`src/rtl/int_to_float_normalizer.sv`:
```
// rtl/int_to_float_normalizer.sv - 3-stage signed integer to sign/exponent/mantissa converter
// Stages: magnitude, leading-zero normalise, round-to-nearest-even; whole pipe stalls together.

module LeadingZeroCount #(
  parameter int BITWIDTH = 48,
  localparam int CW = $clog2(BITWIDTH + 1)
) (
  input  logic [BITWIDTH-1:0] data,
  output logic [CW-1:0]       count
);
  // Ascending scan so the highest set bit is the last to write the count.
  always_comb begin
    count = CW'(BITWIDTH);
    for (int i = 0; i < BITWIDTH; i++) begin
      if (data[i]) count = CW'(BITWIDTH - 1 - i);
    end
  end
endmodule

module int_to_float_normalizer #(
  parameter int IN_WIDTH   = 48,
  parameter int MANT_WIDTH = 24,
  parameter int EXP_WIDTH  = 8,
  parameter int EXP_BIAS   = 127
) (
  input  logic                  clk,
  input  logic                  rst_n,
  input  logic                  in_valid,
  output logic                  in_ready,
  input  logic [IN_WIDTH-1:0]   in_data,
  output logic                  out_valid,
  input  logic                  out_ready,
  output logic                  out_sign,
  output logic [EXP_WIDTH-1:0]  out_exp,
  output logic [MANT_WIDTH-1:0] out_mant,
  output logic                  out_zero,
  output logic                  out_inexact
);
  localparam int LZC_W = $clog2(IN_WIDTH + 1);

  logic en;
  assign en       = !out_valid | out_ready;
  assign in_ready = en;

  // Stage 1: sign and magnitude; the most negative value wraps to 2^(IN_WIDTH-1).
  logic                s1_valid;
  logic                s1_sign;
  logic                s1_zero;
  logic [IN_WIDTH-1:0] s1_abs;

  always_ff @(posedge clk) begin
    if (!rst_n) begin
      s1_valid <= 1'b0;
      s1_sign  <= 1'b0;
      s1_zero  <= 1'b0;
      s1_abs   <= '0;
    end else if (en) begin
      s1_valid <= in_valid;
      s1_sign  <= in_data[IN_WIDTH-1];
      s1_zero  <= (in_data == '0);
      s1_abs   <= in_data[IN_WIDTH-1] ? -in_data : in_data;
    end
  end

  // Stage 2: normalise so the leading one sits at the MSB.
  logic [LZC_W-1:0]     lzc;
  logic                 s2_valid;
  logic                 s2_sign;
  logic                 s2_zero;
  logic [IN_WIDTH-1:0]  s2_norm;
  logic [EXP_WIDTH-1:0] s2_exp;

  LeadingZeroCount #(.BITWIDTH(IN_WIDTH)) u_lzc (
    .data  (s1_abs),
    .count (lzc)
  );

  always_ff @(posedge clk) begin
    if (!rst_n) begin
      s2_valid <= 1'b0;
      s2_sign  <= 1'b0;
      s2_zero  <= 1'b0;
      s2_norm  <= '0;
      s2_exp   <= '0;
    end else if (en) begin
      s2_valid <= s1_valid;
      s2_sign  <= s1_sign;
      s2_zero  <= s1_zero;
      s2_norm  <= s1_abs << lzc;
      s2_exp   <= EXP_WIDTH'(EXP_BIAS + IN_WIDTH - 1) - EXP_WIDTH'(lzc);
    end
  end

  // Stage 3: round to nearest, ties to even.
  logic [MANT_WIDTH-1:0] m;
  logic                  guard;
  logic                  sticky;
  logic                  round_up;
  logic [MANT_WIDTH:0]   m_sum;
  logic [MANT_WIDTH-1:0] mant_rnd;
  logic [EXP_WIDTH-1:0]  exp_rnd;

  always_comb begin
    m        = s2_norm[IN_WIDTH-1 -: MANT_WIDTH];
    guard    = s2_norm[IN_WIDTH-1-MANT_WIDTH];
    sticky   = |s2_norm[IN_WIDTH-2-MANT_WIDTH:0];
    round_up = guard & (sticky | m[0]);
    m_sum    = {1'b0, m} + {{MANT_WIDTH{1'b0}}, round_up};
    mant_rnd = m_sum[MANT_WIDTH-1:0];
    exp_rnd  = s2_exp;
    // All-ones mantissa rounding up carries into the exponent.
    if (m_sum[MANT_WIDTH]) begin
      mant_rnd = {1'b1, {(MANT_WIDTH-1){1'b0}}};
      exp_rnd  = s2_exp + 1'b1;
    end
  end

  always_ff @(posedge clk) begin
    if (!rst_n) begin
      out_valid   <= 1'b0;
      out_sign    <= 1'b0;
      out_exp     <= '0;
      out_mant    <= '0;
      out_zero    <= 1'b0;
      out_inexact <= 1'b0;
    end else if (en) begin
      out_valid <= s2_valid;
      out_zero  <= s2_zero;
      if (s2_zero) begin
        out_sign    <= 1'b0;
        out_exp     <= '0;
        out_mant    <= '0;
        out_inexact <= 1'b0;
      end else begin
        out_sign    <= s2_sign;
        out_exp     <= exp_rnd;
        out_mant    <= mant_rnd;
        out_inexact <= guard | sticky;
      end
    end
  end
endmodule

```
`config.mk`:
```
export PLATFORM = sky130hd
export DESIGN_NAME = int_to_float_normalizer
export DESIGN_NICKNAME = d
export VERILOG_FILES = /design/src/rtl/int_to_float_normalizer.sv
export SDC_FILE = /design/constraint.sdc
export NUM_CORES = 1
export LEC_CHECK = 0
export ABC_CLOCK_PERIOD_IN_PS = 4300
export BUFFER_PORTS_ARGS = -buffer_cell sky130_fd_sc_hd__buf_4
export CAP_MARGIN = 20
export CELL_PAD_IN_SITES_DETAIL_PLACEMENT = 0
export CELL_PAD_IN_SITES_GLOBAL_PLACEMENT = 1
export CORE_MARGIN = 2
export CORE_UTILIZATION = 37
export DETAILED_ROUTE_END_ITERATION = 6
export PLACE_DENSITY_LB_ADDON = 0.3
export SLEW_MARGIN = 40
export SYNTH_ARGS = -nofsm -noshare
export SYNTH_HDL_FRONTEND = slang
export SYNTH_SLANG_ARGS = --single-unit
```
`constraint.sdc`:
```
create_clock -name clk -period 4.3 [get_ports clk]
set_clock_uncertainty 0.2 [all_clocks]
set_input_delay 0 -clock clk [delete_from_list [all_inputs] [get_ports clk]]
set_output_delay 0 -clock clk [all_outputs]
set_load 0.005 [all_outputs]
```
Word level (Yosys, flattened, before mapping) --
Cells that the tools add are included.
Word-level totals: bits in registers 146, input port bits 52, output and inout port bits 37, word-level logic and storage cells 82
Cells by class: $add $sub $neg 4, shift-type cells 1, mux-type cells 55, bitwise operators 4, reductions and logical operators 3
Operators by type and width (count):
- 6-bit two-way mux | 32
- 5-bit two-way mux | 16
- 48-bit logical NOT | 1
- 24-bit two-way mux | 2
- 48-bit two-way mux | 1
- 48-bit negation | 1
- 48-bit by 6-bit << shifter with 48-bit output | 1
- 24-bit by 1-bit adder with 25-bit output | 1
- 23-bit OR reduction | 1
- 8-bit two-way mux | 2
- 8-bit by 1-bit adder with 8-bit output (second input constant) | 1
- 8-bit by 6-bit subtractor with 8-bit output (first input constant) | 1
- 1-bit OR | 3
- 1-bit two-way mux | 2
- 1-bit AND | 1
- 1-bit logical NOT | 1

Depth between registers and ports, before layout --
Gate-level depths: netlist (run 1).
depth in word-level cells 49, gate-level depth with buffers 16, gate-level depth less buffers 15

Hierarchy --
From an unflattened synthesis (run 1), not the netlist that was laid out.
Second synthesis, totals: cells, all modules 1262, area, all modules 10157.2 sq um
Modules (own cells, without submodules):
- int_to_float_normalizer | instances 1, cells each 1154, area each 9541.7 sq um
- LeadingZeroCount | instances 1, cells each 108, area each 615.6 sq um

Worst setup path before layout (run 1) --
Ideal clock, no wire load.
kind register -> register, start point register s1_abs[2], end point register s2_norm[43], arrival time 3.150 ns, slack 0.825 ns, cell stages (with the launch flop) 15, path buffers 5, clock period less this slack 3.475 ns, cell sequence dfxtp_1 > clkbuf_1 > or4_1 > a311oi_1 > o21ai_1 > nand2_1 > buf_2 > buf_2 > buf_2 > buf_2 > a21oi_1 > a21oi_1 > a21oi_1 > a221oi_1 > nor3_1
On the way: cells in the longest elaborated chain, start to end 47
RTL lines:
- start: declaration | RTL line 49 | logic [IN_WIDTH-1:0] s1_abs;
- start signal: assignment | RTL line 61 | s1_abs <= in_data[IN_WIDTH-1] ? -in_data : in_data;
- 5-bit two-way mux (14 in series) | RTL line 15 | if (data[i]) count = CW'(BITWIDTH - 1 - i);
- 6-bit two-way mux (32 in series) | RTL line 15
- 48-bit by 6-bit << shifter with 48-bit output * | RTL line 89 | s2_norm <= s1_abs << lzc;
- end signal: assignment | RTL line 89
- end: declaration | RTL line 70 | logic [IN_WIDTH-1:0] s2_norm;
Every way passes the cells marked *; elsewhere a longest branch is shown, timed or not. A chain may end at the register's enable or synchronous reset.

Worst setup path after layout (run 1) --
start point input port in_data[0], end point register s1_abs[41]
On the way: cells in the longest elaborated chain, start to end 2
RTL lines:
- start: declaration | RTL line 30 | input logic [IN_WIDTH-1:0] in_data,
- 48-bit negation | RTL line 61
- 48-bit two-way mux | RTL line 61
No other way between the ends.

==> impl_metrics.ini, run 1 <==
[die]
core_um2 = 26200
start_util_pct = 37.8
die_x_um = 168
placementRows = 59
pin_count = 89
die_area_um2 = 28100
die_h_um = 168

[global_route]
overflow = 0
grt_max_degree = 83
grt_pass1_wl_mm = 53.6
grt_usage_pct = 23.6
antenna_found_initial = 0
grt_pass1_vias = 9803

[yosys]
synth_seq_cells = 146
netlist_area_um2 = 9910
syn_nets = 1290
synth.largest_area_cell = dfxtp_1
async_reset_ff_share_pct = 0
ys_seq_area_share_pct = 29.5
netlist.area_leader.share_pct = 29.5
synthCells = 1233
synthTopCellsByArea = dfxtp_1 29%, mux2i_1 6.6%, nand2_1 6.2%, xor2_1 4.6%, o211a_1 4.4%
ys_warn_count = 0
yosysMostFrequentCell = nand2_1
synth_top_flop_cell = dfxtp_1
synth_cell_types = 75
synth_commonest_cells = 165 x nand2_1, 146 x dfxtp_1, 75 x nor2_1
synth_edf_count = 0
synth.avg_cell_area_um2 = 8.04

[finish]
nFillCells = 2564
fin_nets = 1438
multi_input_area_um2 = 6630
drive_gt1_share_pct = 16.1
seqCellArea_um2 = 2920
areaGrowthSynthToFinish_pct = 26.1
final_util_pct = 47.7
n_antenna_cell = 0

[clock_tree]
cts_buffers = 17
tritoncts = done
cts_buffer_depth = 2
clock_sinks = 146
clk-insertion-delay-late_ns = 0.43
clk_root_buffer_cell = clkbuf_16
path_clk_slew_ns = 0.06
cts_max_level = 4

[pwr]
vdd_drop_max_uv = 268
p_leak_nw = 5.38
powerDensity_nw_per_um2 = 420

[routing]
routed_wl_mm = 32.8
via_per_inst = 5.81
drc = 0
drt_iter0_markers = 990
dr.pass1.iters = 6
post_drt_wl_per_cell_um = 19.0
route.vias.total = 10000
drtAntennaViolNets = 0

[timing]
tightest_slew_ns = 0.845
drv_slew = 0
fin_crit_sh_pct = 95.7
setup_violations = 0
fin_setup_tns_ns = 0
clock.fmax_mhz = 243
rsz0062_at_grt = false
post-route-min-period_ns = 4.12
slew_headroom_pct = 43.3
final_hold_viol_count = 0

[critical_path]
cp_max_fo = 5
cp-start-kind = primary input
cp.required_ns = 4.40
critPathKind = primary input to register
cp-end-kind = register
cp.arrival_ns = 4.22

[flow_run]
maxCapViolations = 0

[min_path]
hp-class = primary input to register

[place]
gp_congestion = 0.915
dp_hpwl_mm = 23.8
portBuffers = 88

[run_status]
status = finished, final reports clean
## per-stage QoR
step | hold slack [ns] | setup WS [ns] | total power [mW] | instances | cell area (um2)
2_1_floorplan | -0.0526 | 0.825 | 2.92 | 1233 | 9910
5_1_grt | 0.0668 | 0.00409 | 5.54 | 1729 | 12500
3_5_place_dp | 0.0813 | 0.441 | 3.61 | 1614 | 11000
4_1_cts | 0.0312 | 0.0110 | 5.25 | 1728 | 12500
3_3_place_gp | 0.0821 | 0.350 | 3.61 | 1614 | 11000
6_report | 0.0374 | 0.183 | 5.25 | 1729 | 12500
## registers in the layout, indices dropped and copies added (netlist names)
register / flops
out_zero: 1
s2_exp: 8
s2_sign: 1
s2_valid: 1
s1_valid: 1
s2_zero: 1
s1_zero: 1
out_mant: 24
out_exp: 8
s1_abs: 48
s2_norm: 48
out_sign: 1
s1_sign: 1
out_valid: 1
out_inexact: 1
## critical path, stage by stage
cell,delay (ns)
dlygate4sd3_1,0.54
buf_4,0.16
nor2_4,0.11
nand3b_1,0.19
or4_4,0.55
or4_4,0.47
or4_4,0.45
or3_4,0.37
or4_4,0.47
o21ai_2,0.14
xor2_1,0.15
dlygate4sd3_1,0.56
a21oi_1,0.06
## layout make-up
| class | instances | share of cell area, % |
|---|---|---|
| inverters | 15 | 0.460 |
| repair buffers | 218 | 14.9 |
| flip-flops and latches | 146 | 23.4 |
| well taps | 335 | 3.35 |
| clock buffers | 21 | 3.60 |
| multi-input cells | 983 | 53.1 |
| clock inverters | 11 | 1.21 |
## report_power, final
| group | switching, mW | internal (mW) | leakage [nW] |
|---|---|---|---|
| Sequential | 0.217 | 1.55 | 1.21 |
| Clock | 0.617 | 0.933 | 0.292 |
| Combinational | 1.06 | 0.872 | 3.88 |
## per-layer routing
metal,share of wire [%],vias to the layer above,GRT usage (%)
met5,0,-,0
met4,1.9,0,6.54
met3,4.3,47,3.12
met2,47,288,39.7
met1,47,4836,31.8
li1,-,4875,-
## logic make-up (layout without fill, tap and decap cells)
group	count (synthesis)	in the layout	synth area share, %
buffers and inverters	104	265	4.05
muxes	91	91	9.63
AOI/OAI and AO/OA	360	360	26.8
DFF	146	146	29.5
xor gates and xnor gates	76	76	6.72
adders and majority gates	5	5	0.631
and+or+nand+nor	451	451	22.7
## repair_timing
action,CTS,global route
hold buffers,82,0
endpoints found under the setup margin,0,4
buffers inserted,0,2
hold endpoints to repair,78,0
resized for setup,0,6
## path summary, 6_finish.rpt
| path | slack (ns) | start | cells past startpoint | to |
|---|---|---|---|---|
| worst max-delay path | 0.18 | in_data[0] | 13 | s1_abs[41] |
| worst min-delay path | 0.04 | in_data[9] | 6 | s1_abs[10] |
| worst max register to register | 0.31 | s1_abs[2] | 14 | s2_norm[29] |
| worst min register to register | 0.26 | s2_sign | 2 | s2_sign |
## cells in the final DEF (no fill, tap or decap), types with 15 or more instances in the layout
master         netlist  layout
a211oi_1            15      15
a21oi_1             40      40
a22oi_1             48      48
and2_1              15      15
buf_4                1     135
clkbuf_16            0      17
dfxtp_1            146     146
dlygate4sd3_1        0      80
mux2_2              25      25
mux2i_1             65      65
nand2_1            165     165
nand3_1             21      21
nor2_1              75      74
nor2b_1             50      48
nor3_1              24      22
nor4_1              17      17
o211a_1             44      44
o21ai_0             70      69
o31ai_1             18      18
or4_1               16      15
xnor2_1             24      24
xor2_1              52      52
Note: power is estimated with default switching activity, not from simulation.
==> run 2, diff against run 1 <==
- RECOVER_POWER: default -> 25
==> run 2 against run 1 <==
Non-clock buffer count did not move. Combinational power barely moved. Global-route usage did not move. Clock power barely moved. Largest cell class unchanged. Setup slack improved by 0.00090 ns. Design area fell by 0.12%. Cell count did not move. Critical endpoint unchanged. Critical path type unchanged. The run now ends with capacitance limit, slew limit left.
==> impl_metrics.ini, run 2 (synthesis gave the netlist of run 1 again) <==
[run_status]
status = finished, violations left
violations = capacitance limit, slew limit

[critical_path]
rr_worst_depth = 7
crit_top_cell = or4_4
cp-start-kind = primary input
r2r-end = s2_norm[40]
cp.arrival_ns = 4.22
critPathTopFamily = simple AND/OR/NAND/NOR gates
critPathMaxStageDelay_ns = 0.56
cp.required_ns = 4.40
reg2reg_slack_ns = 0.25
cp-startpoint = in_data[0]
r2r_start = out_valid
critPathSlowestCell = dlygate4sd3_1
cp_max_fo = 5
crit_chain = dlygate4sd3_1, buf_4, nor2_4, nand3b_1, or4_4, or4_4, or4_4, or3_4, or4_4, o21ai_2, xor2_1, dlygate4sd3_1, a21oi_1
cp-end-kind = register
cp_num_buf_inv = 3
critPathKind = primary input to register

[die]
core_um2 = 26200
start_util_pct = 37.8
placementRows = 59
die_area_um2 = 28100
die_h_um = 168
die_x_um = 168
pin_count = 89

[finish]
largestRegisters = s1_abs x48, s2_norm x48, out_mant x24
fin_nets = 1438
nFillCells = 2565
n_antenna_cell = 0
final_util_pct = 47.6
areaGrowthSynthToFinish_pct = 26.0
final_common_cell = nand2_1
mostFrequentLayoutCells = 165 x nand2_1, 146 x dfxtp_1, 98 x buf_4
drive_gt1_share_pct = 15.9

[global_route]
grt_pass1_vias = 9803
overflow = 0
grt_usage_pct = 23.6
grt_pass1_wl_mm = 53.6
grt_max_degree = 83
antenna_found_initial = 0

[place]
dp_hpwl_mm = 23.8
gp_congestion = 0.915
portBuffers = 88

[routing]
route.vias.total = 10100
dr.pass1.iters = 7
drc = 0
drt_iter0_markers = 1051
drtAntennaViolNets = 0
routed_wl_mm = 32.8
via_per_inst = 5.81
post_drt_wl_per_cell_um = 19.0

[timing]
tightest_slew_ns = 2.06
slew_headroom_pct = -37.5
drv_slew = 86
rsz0062_at_grt = false
fin_crit_sh_pct = 95.7
final_hold_viol_count = 0
post-route-min-period_ns = 4.12
clock.fmax_mhz = 243
setup_violations = 0
fin_setup_tns_ns = 0

[flow_run]
maxCapViolations = 2

[min_path]
holdPathStages = 6
holdPathEnd = s1_abs[10]
hp-class = primary input to register
hp-start = in_data[9]

[clock_tree]
clk-insertion-delay-late_ns = 0.43
cts_buffer_depth = 2
tritoncts = done
clock_sinks = 146
clk_root_buffer_cell = clkbuf_16
cts_max_level = 4
cts_buffers = 17
path_clk_slew_ns = 0.06

[pwr]
power_mw = 5.24
p_leak_nw = 5.35
vdd_drop_max_uv = 270
powerDensity_nw_per_um2 = 420
-- run 2: cell types whose count changed in the layout (fill, tap and decap cells not counted), sizes merged --
cell,change
buf,-37
clkbuf,+37
clkinv,-1
clkinvlp,+1
-- run 2: final cells by class --
type                       instances  area (um2)  area share, %
sequential                       146        2920           23.4
multi-input combinational        983        6630           53.1
clock inverter                    11         151           1.21
inverter                          15        57.6          0.461
timing repair buffer             218        1860           14.9
clock buffer                      21         450           3.61
tap                              335         419           3.36
-- run 2: worst max path at each step --
stage / to / cells past startpoint / slack [ns]
after floorplan: s2_norm[43] / 14 / 0.83
after global placement: s2_norm[46] / 11 / 0.35
after detailed placement: s2_norm[29] / 12 / 0.44
after CTS: s1_abs[42] / 14 / 0.01
after global routing: s1_abs[42] / 14 / 0.004
final: s1_abs[41] / 13 / 0.18
-- run 2: what timing repair did --
| item | in CTS | in global routing |
|---|---|---|
| buffers inserted | 0 | 2 |
| resized for setup | 0 | 6 |
| endpoints found under the hold margin | 78 | 0 |
| endpoints found under the setup margin | 0 | 4 |
| hold buffers | 82 | 0 |
-- run 2: layer usage --
metal | GRT usage (%) | vias up | share of wire, %
met5 | 0 | - | 0
met4 | 6.54 | 0 | 2.0
met3 | 3.12 | 50 | 4.1
met2 | 39.7 | 262 | 47
met1 | 31.8 | 4849 | 47
li1 | - | 4889 | -
-- run 2: report_power, final --
part / switching, mW / internal (mW) / total [mW]
sequential: 0.217 / 1.55 / 1.76
clock: 0.618 / 0.933 / 1.55
combinational: 1.06 / 0.868 / 1.93
-- run 2: worst register-to-register path, cell delays in order, from the launching register on --
cell and delay (ns):
dfxtp_1 0.33, nor2b_1 0.31, clkbuf_1 1.51, nor2_1 0.56, nand2_1 0.45, a211oi_1 0.14
a311oi_1 0.28, o2111a_1 0.21
-- run 2: through the flow --
step | setup slack [ns] | instances | instance area (um2) | hold WS [ns]
2_1_floorplan | 0.825 | 1233 | 9910 | -0.0526
3_3_place_gp | 0.350 | 1614 | 11000 | 0.0821
3_5_place_dp | 0.441 | 1614 | 11000 | 0.0813
4_1_cts | 0.0110 | 1728 | 12500 | 0.0312
5_1_grt | 0.00409 | 1729 | 12500 | 0.0668
6_report | 0.184 | 1729 | 12500 | 0.0347
